## src/rtl/vegeta_output_pkg.sv

```systemverilog
// vegeta_output_pkg: shared types and sizing for the VEGETA output streamer.
package vegeta_output_pkg;
   localparam int STREAM_ADDR_W = 16;
   typedef enum logic [1:0] {IDLE, CAPTURE, DRAIN} state_t;
   typedef struct packed {
      logic                     last;
      logic [STREAM_ADDR_W-1:0] addr;
      logic [31:0]              data;
   } stream_entry_t;
   function automatic int exp_words(input int m, input int n);
      return m * n;
   endfunction
endpackage

```

## src/rtl/vegeta_output_streamer_if.sv

```systemverilog
// vegeta_output_streamer_if: valid/ready result stream with source address and job-end tag.
interface vegeta_output_streamer_if #(parameter int ADDR_W = 16);
   logic [31:0]       tdata;
   logic [ADDR_W-1:0] tuser;
   logic              tlast;
   logic              tvalid;
   logic              tready;
   modport master(output tdata, tuser, tlast, tvalid, input tready);
   modport slave(input tdata, tuser, tlast, tvalid, output tready);
endinterface

```

## src/rtl/vegeta_stream_fifo.sv

```systemverilog
// vegeta_stream_fifo: registered sync FIFO of stream entries; a full FIFO accepts a push only alongside a pop.
module vegeta_stream_fifo
   import vegeta_output_pkg::*;
#(parameter int DEPTH = 16)
(
   input  logic                       clk,
   input  logic                       rst_n,
   input  logic                       push,
   input  logic                       pop,
   input  stream_entry_t              din,
   output stream_entry_t              dout,
   output logic                       full,
   output logic                       empty,
   output logic [$clog2(DEPTH):0]     count
);
   localparam int AW = $clog2(DEPTH);
   stream_entry_t mem [DEPTH];
   logic [AW:0] wr, rd;
   logic do_push, do_pop;
   assign count = wr - rd;
   assign empty = wr == rd;
   assign full = count == (AW + 1)'(DEPTH);
   assign do_pop = pop && !empty;
   assign do_push = push && (!full || do_pop);
   assign dout = empty ? '0 : mem[rd[AW-1:0]];
   always_ff @(posedge clk or negedge rst_n)
      if (!rst_n) begin
         wr <= '0;
         rd <= '0;
      end else begin
         if (do_push) wr <= wr + 1'b1;
         if (do_pop) rd <= rd + 1'b1;
      end
   always_ff @(posedge clk)
      if (do_push) mem[wr[AW-1:0]] <= din;
endmodule

```

## src/rtl/vegeta_output_streamer.sv

```systemverilog
// vegeta_output_streamer: snoops the accelerator output-BRAM writes and replays each job as a tagged stream.
module vegeta_output_streamer
   import vegeta_output_pkg::*;
#(
   parameter int M      = 4,
   parameter int N      = 4,
   parameter int DEPTH  = 16,
   parameter int ADDR_W = STREAM_ADDR_W
)(
   input  logic                       clk,
   input  logic                       rst_n,
   input  logic                       start_multiplication,
   input  logic                       compute_done,
   input  logic [31:0]                output_address,
   input  logic [31:0]                output_data,
   input  logic                       output_enable,
   input  logic [3:0]                 output_write,
   vegeta_output_streamer_if.master   m,
   output logic                       job_done,
   output logic                       busy,
   output logic                       err_overflow,
   output logic                       err_strobe,
   output logic                       err_length
);
   localparam int EXP = exp_words(M, N);
   localparam int CW = $clog2(EXP + 1);
   state_t state, state_nx;
   logic [CW-1:0] cnt, cnt_nx, cnt_inc;
   logic seen, seen_nx, ovf_nx, stb_nx, len_nx;
   logic wr_full, wr_part, last, push, pop, full, empty;
   logic [$clog2(DEPTH):0] unused_count;
   logic unused_addr;
   stream_entry_t din, head;
   assign wr_full = output_enable && output_write == 4'hF;
   assign wr_part = output_enable && output_write != 4'h0 && output_write != 4'hF;
   assign last = cnt == CW'(EXP - 1);
   assign cnt_inc = cnt == CW'(EXP) ? cnt : cnt + 1'b1;
   assign din = '{last, output_address[STREAM_ADDR_W-1:0], output_data};
   assign unused_addr = ^output_address[31:STREAM_ADDR_W];
   assign pop = m.tvalid && m.tready;
   assign m.tvalid = !empty;
   assign m.tdata = head.data;
   assign m.tuser = ADDR_W'(head.addr);
   assign m.tlast = head.last;
   assign busy = state != IDLE;
   vegeta_stream_fifo #(.DEPTH(DEPTH)) u_fifo (
      .clk(clk), .rst_n(rst_n), .push(push), .pop(pop), .din(din), .dout(head),
      .full(full), .empty(empty), .count(unused_count)
   );
   always_comb begin
      state_nx = state;
      cnt_nx = cnt;
      seen_nx = seen;
      ovf_nx = err_overflow;
      stb_nx = err_strobe || (state != IDLE && wr_part);
      len_nx = err_length;
      push = 1'b0;
      job_done = 1'b0;
      case (state)
         IDLE: if (start_multiplication) begin
            state_nx = CAPTURE;
            cnt_nx = '0;
            seen_nx = 1'b0;
            ovf_nx = 1'b0;
            stb_nx = 1'b0;
            len_nx = 1'b0;
         end
         CAPTURE: begin
            push = wr_full;
            cnt_nx = wr_full ? cnt_inc : cnt;
            seen_nx = compute_done;
            len_nx = err_length || (compute_done && !(wr_full && last));
            state_nx = (compute_done || (wr_full && last)) ? DRAIN : CAPTURE;
         end
         default: begin
            len_nx = err_length || wr_full;
            job_done = empty && (compute_done || seen);
            state_nx = job_done ? IDLE : DRAIN;
         end
      endcase
      // A drop on a full FIFO still advanced the counter above, so tlast stays on word EXP-1.
      ovf_nx = ovf_nx || (push && full && !pop);
   end
   always_ff @(posedge clk or negedge rst_n)
      if (!rst_n) begin
         state <= IDLE;
         cnt <= '0;
         seen <= 1'b0;
         err_overflow <= 1'b0;
         err_strobe <= 1'b0;
         err_length <= 1'b0;
      end else begin
         state <= state_nx;
         cnt <= cnt_nx;
         seen <= seen_nx;
         err_overflow <= ovf_nx;
         err_strobe <= stb_nx;
         err_length <= len_nx;
      end
endmodule

```

## src/flat_wrapper.sv

```systemverilog
// flat-port wrapper written by rule: the top's interface ports become plain ports
module vegeta_output_streamer_flat import vegeta_output_pkg::*;
#(
   parameter int M      = 4,
   parameter int N      = 4,
   parameter int DEPTH  = 16,
   parameter int ADDR_W = STREAM_ADDR_W
)
  (clk, rst_n, start_multiplication, compute_done, output_address, output_data, output_enable, output_write, job_done, busy, err_overflow, err_strobe, err_length, m_tdata, m_tuser, m_tlast, m_tvalid, m_tready);
  vegeta_output_streamer_if #(.ADDR_W(ADDR_W)) m_i ();
  input  logic clk;
  input  logic rst_n;
  input  logic start_multiplication;
  input  logic compute_done;
  input  logic [31:0] output_address;
  input  logic [31:0] output_data;
  input  logic output_enable;
  input  logic [3:0] output_write;
  output logic job_done;
  output logic busy;
  output logic err_overflow;
  output logic err_strobe;
  output logic err_length;
  output wire logic [$bits(m_i.tdata)-1:0] m_tdata;
  output wire logic [$bits(m_i.tuser)-1:0] m_tuser;
  output wire logic [$bits(m_i.tlast)-1:0] m_tlast;
  output wire logic [$bits(m_i.tvalid)-1:0] m_tvalid;
  input wire logic [$bits(m_i.tready)-1:0] m_tready;
  assign m_tdata = m_i.tdata;
  assign m_tuser = m_i.tuser;
  assign m_tlast = m_i.tlast;
  assign m_tvalid = m_i.tvalid;
  assign m_i.tready = m_tready;
  vegeta_output_streamer #(.M(M), .N(N), .DEPTH(DEPTH), .ADDR_W(ADDR_W)) u_core (.clk(clk), .rst_n(rst_n), .start_multiplication(start_multiplication), .compute_done(compute_done), .output_address(output_address), .output_data(output_data), .output_enable(output_enable), .output_write(output_write), .m(m_i), .job_done(job_done), .busy(busy), .err_overflow(err_overflow), .err_strobe(err_strobe), .err_length(err_length));
endmodule
```

## config.mk

```make
export PLATFORM = sky130hd
export DESIGN_NAME = vegeta_output_streamer_flat
export DESIGN_NICKNAME = d
export VERILOG_FILES = /design/src/rtl/vegeta_output_pkg.sv /design/src/rtl/vegeta_output_streamer_if.sv /design/src/rtl/vegeta_stream_fifo.sv /design/src/rtl/vegeta_output_streamer.sv /design/src/flat_wrapper.sv
export SDC_FILE = /design/constraint.sdc
export NUM_CORES = 1
export LEC_CHECK = 0
export BUFFER_PORTS_ARGS = -buffer_cell sky130_fd_sc_hd__buf_2
export CORE_ASPECT_RATIO = 1.75
export CORE_MARGIN = 2
export CORE_UTILIZATION = 55
export DETAILED_ROUTE_END_ITERATION = 7
export MAX_ROUTING_LAYER = met4
export PLACE_DENSITY = 0.72
export SLEW_MARGIN = 20
export SYNTH_ARGS = -nofsm -noshare
export SYNTH_HDL_FRONTEND = slang
export SYNTH_SLANG_ARGS = --single-unit
```

## constraint.sdc

```tcl
create_clock -name clk -period 10.6 [get_ports clk]
set_clock_uncertainty 0.1 [all_clocks]
set_input_delay 0.53 -clock clk [delete_from_list [all_inputs] [get_ports clk]]
set_output_delay 0.53 -clock clk [all_outputs]
set_load 0.01 [all_outputs]
```

# Word-level counts from Yosys, hierarchy flattened
# Memory sizes are Yosys's and may differ from the RTL's.
# Index checks and enable logic that the tools add are counted.
# classes
n_addsub	4
multipliers	0
n_div	0
order_cmp	0
n_eq_ne	10
n_shift	0
mux	20
n_bitwise	0
n_reduce_logical	30
# op_table
operator	count
49-bit 2-to-1 mux	1
5-bit by 1-bit adder with 5-bit output (second input constant)	3
5-bit 2-to-1 mux	3
1-bit logical AND	12
5-bit equality test (second input constant)	2
5-bit one-hot mux with 2 select lines	1
1-bit 2-to-1 mux	9
1-bit logical OR	7
2-bit 2-to-1 mux	3
5-bit by 4-bit equality test with 1-bit output (second input constant)	1
5-bit equality test	1
5-bit subtractor	1
4-bit equality test (second input constant)	1
1-bit logical NOT	4
2-bit != test (second input constant)	2
4-bit != test (second input constant)	1
1-bit one-hot mux with 2 select lines	2
2-bit one-hot mux with 2 select lines	1
4-bit AND reduction	1
2-bit nonzero test	2
4-bit nonzero test	1
2-bit by 1-bit equality test with 1-bit output (second input constant)	1
2-bit logical NOT	1
2-bit by 1-bit != test with 1-bit output (second input constant)	1
other kinds (2)	2
# word_totals
regBits	21
latchBits	0
ramBits	784
mem_bits_ro	0
in_bits	74
out_inout_bits	55
elab_cells	73
mem_count	1
# mem_list
name	words	word_bits	rd	rd_ports_with_merged_regs	write_ports	line_no	source
u_core.u_fifo.mem	16	49	1	0	1	vegeta_stream_fifo.sv:17	stream_entry_t mem [DEPTH];

# Longest topological paths before layout
# Gate-level depths: netlist (run 1).
# logic_depth
ltp_word	8
ltp_mapped	11
mapped_depth_nobuf	8

# Modules after synthesis
# From an unflattened synthesis (run 1), not the netlist that was laid out.
# hier_totals
cells_unflattened	1459
area_unflattened_um2	31581.5
# by_module_without_submodules
mod	instances	cells_each	area_each_um2	seq_area_each_um2
vegeta_stream_fifo	1	1392	30904.6	23792.8
vegeta_output_streamer	1	67	676.9	275.3

# Worst setup path before layout (run 1)
# No wires, ideal clock.
# synth_path
path_kind	flip-flop to flip-flop
from	register u_core.u_fifo.rd[2]
to	memory u_core.u_fifo.mem[3][0] (netlist name) (enable)
setup_ns	0.516
arrival_ns	5.577
t_required_ns	9.984
setup_slack_ns	4.407
stages_incl_launch_ff	11
path_buffers	3
synth_period_minus_slack_ns	6.193
path_cell_list	dfrtp_1 > buf_2 > buf_6 > inv_2 > buf_2 > ha_1 > nand2_1 > o21ba_1 > a311oi_1 > o311ai_2 > nor3_1
# synth_via
elab_chain_cells	8
elab_cells_between_ends	11
cone_classes	add/sub (1); eq/ne (2); mux (2); reduce/logical (6)
# synth_rtl
item	line_no	source
start: declaration	vegeta_stream_fifo.sv:18	logic [AW:0] wr, rd;
start signal: assignment	vegeta_stream_fifo.sv:32	if (do_pop) rd <= rd + 1'b1;
parallel branches: the longest is 4 deep, another holds 5-bit subtractor	--	
1-bit logical OR *	vegeta_stream_fifo.sv:24	assign do_push = push && (!full || do_pop);
1-bit logical AND *	vegeta_stream_fifo.sv:24	
1-bit 2-to-1 mux *	vegeta_stream_fifo.sv:35	if (do_push) mem[wr[AW-1:0]] <= din;
1-bit 2-to-1 mux (not written as such) *	vegeta_stream_fifo.sv:35	
end: declaration	vegeta_stream_fifo.sv:17	
# Mark *: on every way between the ends.

# Final worst setup path (run 1)
# layout_path
from	register u_core.u_fifo.rd[2]
to	memory u_core.u_fifo.mem[13][24] (netlist name) (enable)
# The elaborated chain is that of the path after synthesis.

==> results of run 1 <==
[report_power, final]
part           total [mW]  internal [mW]  switching, mW
clock                2.41           1.33           1.08
combinational        2.38           1.13           1.26
sequential           3.65           3.51          0.140
[layer usage]
metal	up-vias	GRT usage	wire length, um
met3	128	0.0331	3830
li1	6340	-	-
met2	561	0.401	34900
met4	0	0.0917	1980
met5	-	-	0
met1	7954	0.293	25100
[logic make-up after synthesis]
group	Yosys count
DFF	805
muxes	250
and+or+nand+nor	218
buffers and inverters	90
AOI/OAI and AO/OA	77
adders and majority gates	12
xor gates and xnor gates	9
[timing repair]
item	4_1_cts	5_1_grt
hold buffers	1	0
hold endpoints to repair	21	0
gates resized for setup	0	0
[flip-flops by register name (all words and copies together), names as in the netlist]
signal               count
u_core.cnt               5
u_core.state             2
u_core.err_length        1
u_core.err_strobe        1
u_core.u_fifo.mem      784
u_core.seen              1
u_core.u_fifo.rd         5
u_core.u_fifo.wr         5
u_core.err_overflow      1
[cell type report]
cell class                      instances  share of cell area
Clock buffer                           91              0.0548
Antenna cell                            9            0.000645
Multi-Input combinational cell        566               0.197
Inverter                               11             0.00122
Tap cell                              760              0.0272
Clock inverter                         33             0.00655
Sequential cell                       805               0.689
Timing Repair Buffer                  140              0.0231
[worst min-delay path by stage]
stage,startpoint,cells after the start,endpoint,slack [ps]
after global placement,u_core.err_strobe,1,u_core.err_strobe,380
final,compute_done,3,u_core.err_length,120
after CTS,compute_done,2,u_core.seen,90
after detailed placement,u_core.err_overflow,2,u_core.err_overflow,390
after global routing,compute_done,2,u_core.seen,100
after floorplan,rst_n,0,u_core.cnt[0],130
[worst min-delay path: cells and delay by family]
| family | cells | cell delay (ps) |
|---|---|---|
| buf+inv | 1 | 120 |
| compound gates | 1 | 60 |
| simple gates | 1 | 70 |
[per-stage QoR]
| stage | area, um2 | setup WS, ps |
|---|---|---|
| 6_report | 34900 | 5600 |
| 5_1_grt | 34900 | 5400 |
| 4_1_cts | 34900 | 5550 |
| 3_5_place_dp | 32700 | 5540 |
| 3_3_place_gp | 32700 | 5680 |
| 2_1_floorplan | 31300 | 4410 |
[cell usage in the layout, fill, tap and decap left out, types with 17 or more instances in the layout]
cell type / Yosys / final
mux2i_1: 50 / 50
clkbuf_16: 0 / 74
nand2_1: 112 / 112
and3_1: 64 / 51
mux4_2: 196 / 196
edfxtp_1: 784 / 784
buf_4: 9 / 25
buf_2: 18 / 112
a211oi_1: 49 / 49
dfrtp_1: 21 / 17
clkbuf_1: 45 / 17
==> summary.txt, run 1 <==
Finish
  – Area of the multi-input gates: 6890 um2
  – Fraction of the core area covered by cells at the end of the flow: 0.621
  – Signed area change from the synthesized netlist to the final layout: 11.5%
  – Register area: about 24,000 um2
  – Number of fill cells in the layout: 3,777
  – Filler-free cell count of the finished design: roughly 2,400
  – Final #Nets: between 1,500 and 2,000
  – Fraction of layout cells with a size suffix above 1: 0.279

Synthesis
  – Leading area contributor after synthesis: edfxtp_1
  – Synth Area in XOR/XNOR: 0.00275
  – Share of cell area taken by muxes after synthesis: 0.158
  – Netlist cell types: 50
  – Compound-Gate Fraction of Synth Area: 0.0193
  – Yosys top cell area share: 0.751
  – #FFs+latches synth: roughly 810
  – Post-Synthesis Cells: 1,461
  – Main synth FF type: edfxtp_1
  – Net count of the mapped netlist: 1,547
  – Synth async-reset ratio: 0.0261
  – Count of flip-flops with a built-in enable after synthesis: 784
  – Syn. warnings: 0
  – Average cell area after synthesis: 21.5 um2
  – Synthesized-area fraction occupied by and/or/nand/nor cells: 0.0338
  – Area of the mapped netlist: roughly 31,000 um2
  – Most frequent cell after synthesis: edfxtp_1
  – Fraction of the mapped netlist area in adder cells: 0.00479
  – Sequential area share after synthesis: 0.768
  – Dominant cells by area after synthesis: edfxtp_1 75%, mux4_2 14%, dfrtp_1 1.7%, mux2i_1 1.6%, nand2_1 1.3%
  – Dominant combinational cell family by area after synthesis: multiplexers
  – Synth cell count leaders: 784 x edfxtp_1, 196 x mux4_2, 112 x nand2_1

Power
  – VDD IR-drop max: about 0.00018 V
  – Total Power: roughly 8.4 mW
  – Power density cells: 242 nW/um2
  – P_leak: 11.5 nW

CTS
  – TritonCTS Buffers: 70
  – Clock Pin Slew Worst Setup and Hold Paths: roughly 60 ps
  – Clock tree from TritonCTS: done
  – CTS max path bufs: 3
  – CTS sink count: 805
  – H-tree Lvls: 3
  – Clock latency reported for the late side of the worst-skew pair: 600 ps
  – Clock tree root driver cell: clkbuf_16
  – Post-CTS Repair Setup Buffers: 0

Setup path
  – Crit path depth: 8
  – Source of the worst register-to-register timing path: u_core.u_fifo.rd[2]
  – Cell-by-cell trace of the critical path: clkinv_2, ha_1, nand2_1, o21ba_1, a311o_1, a31oi_4, and3_2, buf_4
  – Worst path bufs/invs: 2
  – Destination of the worst register-to-register timing path: u_core.u_fifo.mem[13][24]
  – Logic depth of the worst register-to-register path: 8
  – CP Max Fanout: 56
  – Maximum single-stage delay on the critical path: 1010 ps
  – Kind of cell adding the most delay to the critical path: buffers and inverters
  – Startpoint-to-endpoint class of the critical path: reg2reg
  – Data arrival time of the worst path: 5110 ps
  – Startpoint type of the worst setup path: flop
  – Capture point of the worst path: u_core.u_fifo.mem[13][24]
  – Standard cell with the maximum stage delay on the critical path: dfrtp_4
  – R2R setup slack: 5600 ps
  – Worst setup path startpoint: u_core.u_fifo.rd[2]
  – Worst Path Required: between 10,000 and 15,000 ps
  – Type of element capturing the critical path: flop

Placed design
  – HPWL after detailed placement: 31.4 mm
  – Number of buffers added on ports: 112
  – DP Cell Count: 2,280
  – Final weighted congestion in routability-driven placement: around 0.73

STA
  – Number of failing setup endpoints in the final timing report: 0
  – Maximum clock frequency: 200 MHz
  – Slew @ Worst Pin: 1090 ps
  – Final Hold Viols: 0
  – Unrepaired setup endpoints after global routing: no
  – Relative slew slack: 0.275
  – Post-Route Hold Slack: 121 ps
  – Final cycle utilization of the critical path: 0.472
  – Setup tns final: 0 ps
  – Max-slew violation count: 0
  – Min Tclk post-route: 5000 ps

Routing
  – Total vias in the final route: 15,000
  – Vias per Instance: a little over 6
  – First-pass iteration count of the detailed router: 7
  – Routed Wire Length: 65.8 mm
  – DRC violations left: 0
  – Post-route antenna net violation count: 0
  – Drt wl/cell: between 20 and 30 um
  – Count of routing violations after the opening detailed-route iteration: approximately 1,600

Floorplanning
  – Die ar.: 59,000 um2
  – I/O pin total: 129
  – Height of the chip: 320 um
  – Width of the chip: 184 um
  – Core Area: 56,300 um2
  – Starting density of the core: 0.557
  – Number of placement rows: 115

Min path
  – Worst min-delay path category: in2reg

Global routing
  – Wire length of the first global-routing pass: 98.0 mm
  – Largest net degree at the start of global routing: 121
  – Global-route usage over all layers: 0.238
  – Total grt overflow: 0
  – Number of antenna violations at the first check in global routing: 9
  – Number of global-route vias before repair: roughly 16,000

Status
  – Result of the run: finished clean

Run
  – Number of max-cap violations: 0
No activity file was read; power rests on OpenSTA's default activity.
==> run 2: changes to the inputs <==
--- a/config.mk
+++ b/config.mk
@@ -11,7 +11,7 @@
 export CORE_UTILIZATION = 55
 export DETAILED_ROUTE_END_ITERATION = 7
 export MAX_ROUTING_LAYER = met4
-export PLACE_DENSITY = 0.72
+export PLACE_DENSITY = 0.75
 export SLEW_MARGIN = 20
 export SYNTH_ARGS = -nofsm -noshare
 export SYNTH_HDL_FRONTEND = slang
==> constraint.sdc (replaced) <==
create_clock -name clk -period 4.4 [get_ports clk]
set_clock_uncertainty 0.1 [all_clocks]
set_input_delay 0.22 -clock clk [delete_from_list [all_inputs] [get_ports clk]]
set_output_delay 0.22 -clock clk [all_outputs]
set_load 0.01 [all_outputs]
==> summary.txt, run 2 (same netlist as run 1, synthesis figures left out) <==
Finish
  – Filler-free cell count of the finished design: 2,471 (was 2,415)
  – Number of fill cells in the layout: 3,726 (was 3,777)
  – Commonest non-fill, non-tap cell in the layout: edfxtp_1 (unchanged)
  – Number of flip-flops under the largest register name: 784 (unchanged)
  – Signed area change from the synthesized netlist to the final layout: 13.9% (was 11.5%)
  – Area of the multi-input gates: 6900 um2 (was 6890 um2)
  – Final #Nets: 1,748 (was 1,680)
  – Most used cells in the layout excluding fill and tap cells: 784 x edfxtp_1, 196 x mux4_2, 112 x nand2_1, 112 x buf_2, 73 x clkbuf_16 (was 784 x edfxtp_1, 196 x mux4_2, 112 x nand2_1, 112 x buf_2, 74 x clkbuf_16)
  – Fraction of layout cells with a size suffix above 1: 0.274 (was 0.279)
  – Register area: 24,100 um2 (unchanged)

Setup path
  – Worst Path Required: 4080 ps (was 10,720 ps)
  – Type of element capturing the critical path: primary output (was flop)
  – Source of the worst register-to-register timing path: u_core.u_fifo.wr[2] (was u_core.u_fifo.rd[2])
  – Cell-by-cell trace of the critical path: buf_4, buf_4, mux4_2, nand2_1, and3_1, a211oi_1, buf_2 (was clkinv_2, ha_1, nand2_1, o21ba_1, a311o_1, a31oi_4, and3_2, buf_4)
  – R2R setup slack: 620 ps (was 5600 ps)
  – Startpoint type of the worst setup path: flop (unchanged)
  – Logic depth of the worst register-to-register path: 8 (unchanged)
  – CP Max Fanout: 53 (was 56)
  – Standard cell with the maximum stage delay on the critical path: buf_4 (was dfrtp_4)
  – Dominant cell type by count on the critical path: buf_4
  – Data arrival time of the worst path: 3810 ps (was 5110 ps)
  – Maximum single-stage delay on the critical path: 780 ps (was 1010 ps)
  – Startpoint-to-endpoint class of the critical path: reg2out (was reg2reg)
  – Destination of the worst register-to-register timing path: u_core.u_fifo.mem[7][15] (was u_core.u_fifo.mem[13][24])

CTS
  – CTS max path bufs: 3 (unchanged)
  – CTS sink count: 805 (unchanged)
  – Cells resized by post-CTS repair: 0 (unchanged)
  – H-tree Lvls: 3 (unchanged)
  – Clock Pin Slew Worst Setup and Hold Paths: 70 ps (was 60 ps)
  – Clock tree from TritonCTS: done (unchanged)
  – Clock latency reported for the late side of the worst-skew pair: 590 ps (was 600 ps)
  – TritonCTS Buffers: 69 (was 70)
  – Clock tree root driver cell: clkbuf_16 (unchanged)

Global routing
  – Number of antenna violations at the first check in global routing: 1 (was 9)
  – Wire length of the first global-routing pass: 100 mm (was 98.0 mm)
  – Global-route usage over all layers: 0.241 (was 0.238)
  – Largest net degree at the start of global routing: 150 (was 121)
  – Total grt overflow: 0 (unchanged)
  – Number of global-route vias before repair: 16,100 (was 15,800)

Power
  – VDD IR-drop max: 0.000693 V (was 0.000176 V)
  – Share of total power in sequential cells: 0.415 (was 0.432)
  – Comb power frac: 0.297 (was 0.282)
  – Power Internal: 14.6 mW (was 5.97 mW)
  – Switching portion of total power: 0.291 (was 0.293)
  – Power density cells: 576 nW/um2 (was 242 nW/um2)
  – Power dissipated by switching net loads: 5.98 mW (was 2.48 mW)
  – P_leak: 11.8 nW (was 11.5 nW)
  – Clock share of power: 0.289 (was 0.285)

Routing
  – Count of routing violations after the opening detailed-route iteration: 1,510 (was 1,556)
  – Post-route antenna net violation count: 0 (unchanged)
  – Vias per Instance: 6.24 (was 6.20)
  – Drt wl/cell: 27.1 um (was 27.3 um)
  – Routed Wire Length: 66.9 mm (was 65.8 mm)
  – Total vias in the final route: 15,400 (was 15,000)
  – First-pass iteration count of the detailed router: 5 (was 7)
  – DRC violations left: 0 (unchanged)

Status
  – Result of the run: finished clean (unchanged)

Floorplanning
  – Starting density of the core: 0.557 (unchanged)
  – Width of the chip: 184 um (unchanged)
  – Number of placement rows: 115 (unchanged)
  – Height of the chip: 320 um (unchanged)
  – Die ar.: 59,000 um2 (unchanged)
  – I/O pin total: 129 (unchanged)
  – Core Area: 56,300 um2 (unchanged)

STA
  – Setup tns final: 0 ps (unchanged)
  – Min Tclk post-route: a little over 4000 ps
  – Max-slew violation count: 0 (unchanged)
  – Slew @ Worst Pin: 950 ps (was 1090 ps)
  – Relative slew slack: 0.366 (was 0.275)
  – Maximum clock frequency: 242 MHz
  – Number of failing setup endpoints in the final timing report: 0 (unchanged)
  – Final cycle utilization of the critical path: 0.939
  – Unrepaired setup endpoints after global routing: no (unchanged)
  – Final Hold Viols: 0 (unchanged)

Placed design
  – HPWL after detailed placement: 33.1 mm (was 31.4 mm)
  – DP Cell Count: 2,297 (was 2,280)
  – Final weighted congestion in routability-driven placement: 0.788 (was 0.734)
  – Number of buffers added on ports: 112 (unchanged)

Min path
  – Worst min-delay path category: in2async (was in2reg)

Run
  – Number of max-cap violations: 0 (unchanged)
## run 2: critical path, delay by kind of cell (launching register included)
kind                   cells  cell delay [ps]
flip-flops                 1              410
buffers and inverters      3             1640
AO/OA/AOI/OAI              1              500
AND/OR/NAND/NOR            2              280
multiplexers               1              360
## run 2: through the flow
step	hold slack, ps	setup WS [ps]	power [mW]	utilization	instance area [um2]
CTS	19.6	210	20.8	0.634	35700
detailed placement	120	676	14.8	0.586	33000
floorplan	-176	305	13.0	-	31400
global route	76.6	97.5	21.4	0.634	35700
finish	28.6	268	20.6	0.634	35700
global placement	109	790	14.7	0.586	33000
## run 2: layer usage
metal  up-vias  share of wire  global-route usage
met5         -              0                   -
met4         0          0.031              0.0885
met3       142          0.068              0.0366
met2       712           0.53               0.404
met1      8118           0.37               0.300
li1       6455              -                   -
## run 2: worst max-delay path by stage
| stage | slack (ps) | cells after the start | start | endpoint |
|---|---|---|---|---|
| 3_5_place_dp | 680 | 8 | u_core.u_fifo.wr[2] | u_core.u_fifo.mem[7][1] |
| 6_report | 270 | 7 | u_core.u_fifo.rd[2] | m_tdata[28] |
| 3_3_place_gp | 790 | 8 | u_core.u_fifo.wr[2] | u_core.u_fifo.mem[7][1] |
| 2_1_floorplan | 300 | 10 | u_core.u_fifo.rd[2] | u_core.u_fifo.mem[7][0] |
| 4_1_cts | 210 | 7 | u_core.u_fifo.rd[2] | m_tdata[11] |
| 5_1_grt | 100 | 7 | u_core.u_fifo.rd[2] | m_tdata[28] |
## run 2: power by group through the flow
stage | sequential (mW) | clock [mW] | combinational [mW]
6_report | 8.53 | 5.94 | 6.11
4_1_cts | 8.53 | 6.03 | 6.20
3_5_place_dp | 8.69 | 0 | 6.11
2_1_floorplan | 8.67 | 0 | 4.32
3_3_place_gp | 8.69 | 0 | 6.02
5_1_grt | 8.53 | 6.30 | 6.55
## run 2: layout make-up
cell class,instances,area share
clock buffer,88,0.0528
clock inverter,31,0.00817
inverter,11,0.00119
antenna,1,0.0000701
multi-input combinational,566,0.193
timing repair buffer,209,0.0431
sequential,805,0.675
tap,760,0.0266
## run 2: timing repair
item / in CTS / in global routing
hold buffers: 54 / 0
buffers inserted: 0 / 0
hold endpoints to repair: 802 / 0
